## config.mk

```make
export PLATFORM = sky130hd
export DESIGN_NAME = pwm_gen
export DESIGN_NICKNAME = d
export VERILOG_FILES = /design/src/rtl/pwm_gen.sv
export SDC_FILE = /design/constraint.sdc
export NUM_CORES = 1
export LEC_CHECK = 0
export ABC_AREA = 1
export ABC_CLOCK_PERIOD_IN_PS = 2600
export CAP_MARGIN = 20
export CORE_ASPECT_RATIO = 1.5
export CORE_UTILIZATION = 55
export CTS_CLUSTER_SIZE = 40
export DETAILED_ROUTE_END_ITERATION = 12
export GPL_ROUTABILITY_DRIVEN = 0
export GPL_TIMING_DRIVEN = 0
export PLACE_DENSITY = 0.83
export SKIP_LAST_GASP = 1
export SLEW_MARGIN = 40
export SYNTH_ARGS = -nofsm -noshare
export SYNTH_HDL_FRONTEND = slang
export SYNTH_SLANG_ARGS = --single-unit
```

## constraint.sdc

```tcl
create_clock -name clk -period 2.6 [get_ports clk]
set_input_delay 0.78 -clock clk [delete_from_list [all_inputs] [get_ports clk]]
set_output_delay 0.78 -clock clk [all_outputs]
set_load 0.005 [all_outputs]
```

## src/rtl/pwm_gen.sv

```systemverilog
// pwm_gen: prescaled, free-running PWM generator with period-boundary duty shadowing.
// The duty word is clamped to PERIOD and latched only when a period wraps, so a
// mid-period duty change never produces a runt pulse.
// Optional soft-start ramp: define PWM_SOFT_START_EN to ramp the applied duty upward
// by RAMP_STEP per period. Deceleration is always applied immediately.
module pwm_gen #(
    parameter int CNT_W     = 12,
    parameter int PERIOD    = 4096,
    parameter int PRESCALE  = 8,
    parameter int RAMP_STEP = 64
) (
    input  logic             clk,
    input  logic             rst,
    input  logic             enable,
    input  logic [CNT_W-1:0] duty_in,
    output logic             pulse,
    output logic             period_start,
    output logic [CNT_W-1:0] active_duty
);

`ifdef PWM_SOFT_START_EN
    localparam bit SOFT_START = 1'b1;
`else
    localparam bit SOFT_START = 1'b0;
`endif

    // Prescaler needs at least one bit even when PRESCALE=1 (tick is then constant).
    localparam int PRE_W = (PRESCALE > 1) ? $clog2(PRESCALE) : 1;

    localparam logic [PRE_W-1:0] PRE_LAST = PRE_W'(PRESCALE - 1);
    localparam logic [CNT_W-1:0] CNT_LAST = CNT_W'(PERIOD - 1);
    // Duty values live at CNT_W+1 bits so that PERIOD = 2^CNT_W (100%) is representable.
    localparam logic [CNT_W:0]   PERIOD_W = (CNT_W + 1)'(PERIOD);
    localparam logic [CNT_W:0]   STEP_W   = (CNT_W + 1)'(RAMP_STEP);

    logic [PRE_W-1:0] pre_cnt_q, pre_cnt_d;
    logic [CNT_W-1:0] cnt_q,     cnt_d;
    logic [CNT_W:0]   duty_q,    duty_d;
    logic             pulse_q,   pulse_d;
    logic             pstart_q,  pstart_d;

    logic             tick;
    logic             wrap;
    logic [CNT_W:0]   duty_ext;
    logic [CNT_W:0]   tgt;
    logic [CNT_W:0]   ramp_sum;
    logic [CNT_W:0]   ramp_val;

    assign tick = (pre_cnt_q == PRE_LAST);
    assign wrap = tick && (cnt_q == CNT_LAST);

    // Clamp the requested duty to a full period.
    always_comb begin
        duty_ext = {1'b0, duty_in};
        tgt      = (duty_ext >= PERIOD_W) ? PERIOD_W : duty_ext;
    end

    // Soft-start candidate: one RAMP_STEP above the applied duty, never past the target.
    // Only reached while duty_q < tgt <= PERIOD, so the sum cannot overflow CNT_W+1 bits.
    always_comb begin
        ramp_sum = duty_q + STEP_W;
        ramp_val = (ramp_sum < tgt) ? ramp_sum : tgt;
    end

    // Prescaler and period counter next state.
    always_comb begin
        pre_cnt_d = tick ? '0 : pre_cnt_q + 1'b1;
        cnt_d     = cnt_q;
        if (wrap) begin
            cnt_d = '0;
        end else if (tick) begin
            cnt_d = cnt_q + 1'b1;
        end
    end

    // Applied duty: cleared by enable low, otherwise reloaded only at a wrap.
    always_comb begin
        duty_d = duty_q;
        if (!enable) begin
            duty_d = '0;
        end else if (wrap) begin
            if (SOFT_START && (tgt > duty_q)) begin
                duty_d = ramp_val;
            end else begin
                duty_d = tgt;
            end
        end
    end

    // Registered compare and period strobe; the strobe lands on the clk where cnt reads 0.
    always_comb begin
        pulse_d  = enable && ({1'b0, cnt_q} < duty_q);
        pstart_d = wrap;
    end

    // State registers with synchronous active-high reset.
    always_ff @(posedge clk) begin
        if (rst) begin
            pre_cnt_q <= '0;
            cnt_q     <= '0;
            duty_q    <= '0;
            pulse_q   <= 1'b0;
            pstart_q  <= 1'b0;
        end else begin
            pre_cnt_q <= pre_cnt_d;
            cnt_q     <= cnt_d;
            duty_q    <= duty_d;
            pulse_q   <= pulse_d;
            pstart_q  <= pstart_d;
        end
    end

    assign pulse        = pulse_q;
    assign period_start = pstart_q;
    // A full-scale duty of 2^CNT_W does not fit the debug port; show it saturated.
    assign active_duty  = duty_q[CNT_W] ? {CNT_W{1'b1}} : duty_q[CNT_W-1:0];

endmodule
```

==> results.py <==
metrics = {
    "power": {
        "sw_frac_of_total_pct": 21.3,
        "powerDensity_nw_per_um2": 429,
        "combPwrFrac_pct": 4.7,
        "ir_drop_v": 0.000463,
        "leakage_nw": 0.875,
        "power_frac_seq_pct": 54.7,
        "clkPwrFrac_pct": 40.5,
        "intPower_mw": 0.647,
        "p_sw_mw": 0.175,
    },
    "critical_path": {
        "worst_ep_required_time_ps": 1820,
        "crit_family": "buffers and inverters",
        "crit_path_end_kind": "output port",
        "path_buf_inv": 1,
        "path_depth": 1,
        "reg2regPathDepth": 8,
        "slowest_delay_ps": 500,
        "cp_max_fo": 3,
        "worst_ep_arrival_time_ps": 1120,
        "crit_chain": "clkdlybuf4s50_1",
        "ff2ff_setup_slack_ps": 890,
        "critPathLaunchType": "flop",
        "r2r_end": "duty_q[5]",
        "cpMaxStageDelayCell": "clkdlybuf4s50_1",
        "rr_startpoint": "pre_cnt_q[0]",
        "path_class": "flop to output port",
    },
    "clock_network": {
        "cts_tree": "built",
        "cts_max_level": 2,
        "cts_buffers": 5,
        "ctsResizeCount": 0,
        "clk_pin_slew_ps": 60,
        "holdBufCountCts": 0,
        "cts_sinks": 29,
        "cts_setup_buffers": 0,
        "root_buffer": "clkbuf_8",
        "ctsLongestPathBuffers": 2,
        "clock_latency_ps": 280,
    },
    "min_path": {
        "whs_endpoint": "pre_cnt_q[0]",
        "hp-class": "flop to flop",
        "whs_path_depth": 1,
        "hold_start": "pre_cnt_q[0]",
    },
    "floorplan": {
        "io_pins": 29,
        "fp.dieW_microns": 44.9,
        "initial_utilization_pct": 57.3,
        "core_sq_um": 2650,
        "die-area_sq_um": 2980,
        "die_h_microns": 66.3,
        "row_count": 23,
    },
    "timing": {
        "final.period_utilization_pct": 73.0,
        "hold_viol_final": 0,
        "finalMaxSlewViolations": 0,
        "fin_crit_ps": 1900,
        "fin_setup_tns_ps": 0,
        "fmax_mhz": 527,
        "skew_ps": 6.40,
        "setup_viol": 0,
        "worst_pin_slew_ps": 286,
        "grt_setup_unrepaired": "false",
        "slew_headroom_pct": 80.9,
    },
    "layout": {
        "regArea_sq_um": 581,
        "fin_nets": 284,
        "final_cell_mix": "nand2_1, nor2_1, inv_1",
        "nFillCells": 247,
        "drive_gt1_share_pct": 6.30,
        "syn_to_final_growth_pct": 26.4,
        "fin_cells": 291,
        "multiInputGateArea_sq_um": 800,
        "diodes": 0,
        "final_common_cell": "nand2_1",
    },
    "route": {
        "drt_iter0_markers": 25,
        "wl_met3_microns": 96,
        "vias": 1348,
        "wl_met2_mm": 1.39,
        "wl_per_cell_microns": 9.78,
        "highest_layer": "met4",
        "wirelength_mm": 2.85,
        "met1Wirelength_mm": 1.27,
        "vias_per_cell": 4.63,
        "post-route-drc-count": 0,
        "antenna_left": 0,
        "drt_pass1_iterations": 4,
    },
    "job": {
        "maxCapViolCount": 0,
    },
    "global_routing": {
        "grt_pass1_vias": 1162,
        "grt_usage_pct": 22.1,
        "grt_max_degree": 11,
        "gr-total-overflow": 0,
        "antenna_found_initial": 0,
        "grt_pass1_wl_mm": 4.70,
    },
    "yosys": {
        "yosys.area.top_type": "dfxtp_1",
        "syn_area_per_cell_sq_um": 6.90,
        "ys_types": 20,
        "synth_top_area_share_pct": 38.3,
        "syn_area_sq_um": 1520,
        "syn_inst": 220,
        "yosys-top-cells-area": "dfxtp_1, nand2_1, nor2_1",
        "synth-warning-count": 0,
        "synth_fp_nets": 249,
        "ys_seq_elements": 29,
        "synth.yosys.seq_area_share_pct": 38.3,
    },
    "outcome": {
        "status": "completed",
    },
    "placement": {
        "dp_hpwl_mm": 2.25,
        "dpl.cell_count": 285,
        "io_buffers": 28,
    },
}
state kept, by name, summed over array words and instances (netlist names):
signal	flops
duty_q	12
pre_cnt_q	3
cnt_q	12
period_start	1
pulse	1
how the worst max path moves through the flow:
| stage | startpoint | end | slack (ps) |
|---|---|---|---|
| after floorplan | pre_cnt_q[0] | duty_q[10] | 1090 |
| after global placement | rst | duty_q[5] | 560 |
| after detailed placement | rst | duty_q[8] | 580 |
| after CTS | duty_q[0] | active_duty[0] | 680 |
| after global routing | duty_q[0] | active_duty[0] | 640 |
| final | duty_q[0] | active_duty[0] | 700 |
final cells by class:
cell class	instances	area share, %
clock buffer	5	3.59
sequential	29	30.3
buffer	3	1.11
multi-input combinational	157	41.7
timing repair buffer	28	14.6
inverter	31	6.07
clock inverter	1	0.261
tap	37	2.41
cells by family after synthesis:
| kind of cell | after synthesis | synth area share (%) |
|---|---|---|
| XOR/XNOR | 4 | 2.31 |
| AO/OA/AOI/OAI | 11 | 3.71 |
| AND/OR/NAND/NOR | 128 | 35.1 |
| flip-flops | 29 | 38.3 |
| buffers and inverters | 34 | 9.07 |
| adder cells (fa/ha/maj) | 14 | 11.5 |
per-stage QoR:
step	util (%)	worst slack [ps]	hold slack (ps)	total power, mW	instance area [sq um]
floorplan	-	1090	399	0.473	1520
global placement	69.7	559	408	0.499	1840
detailed placement	69.7	581	431	0.499	1840
CTS	72.4	685	439	0.836	1920
global route	72.4	638	471	0.853	1920
finish	72.4	702	433	0.823	1920
layer usage:
| metal | up-vias | track usage [%] |
|---|---|---|
| met1 | 575 | 23.9 |
| met5 | - | 0 |
| met2 | 24 | 36.2 |
| met3 | 9 | 6.83 |
| met4 | 0 | 14.0 |
| li1 | 740 | - |
cells in the mapped netlist (all sizes together):
| cell | n |
|---|---|
| nand4 | 4 |
| xor2 | 2 |
| inv | 31 |
| o21ai | 1 |
| dfxtp | 29 |
| nor2 | 49 |
| a21oi | 9 |
| a31oi | 1 |
| or2 | 2 |
| nand3 | 7 |
| ha | 14 |
| xnor2 | 2 |
| nand2 | 65 |
| buf | 3 |
| nor3 | 1 |
power by group through the flow:
stage | Clock [mW] | Combinational (mW) | Sequential [mW]
floorplan | 0 | 0.0139 | 0.459
global placement | 0 | 0.0388 | 0.460
detailed placement | 0 | 0.0393 | 0.460
CTS | 0.346 | 0.0395 | 0.450
global route | 0.359 | 0.0438 | 0.451
finish | 0.334 | 0.0389 | 0.450
(Power assumes the default switching activity.)
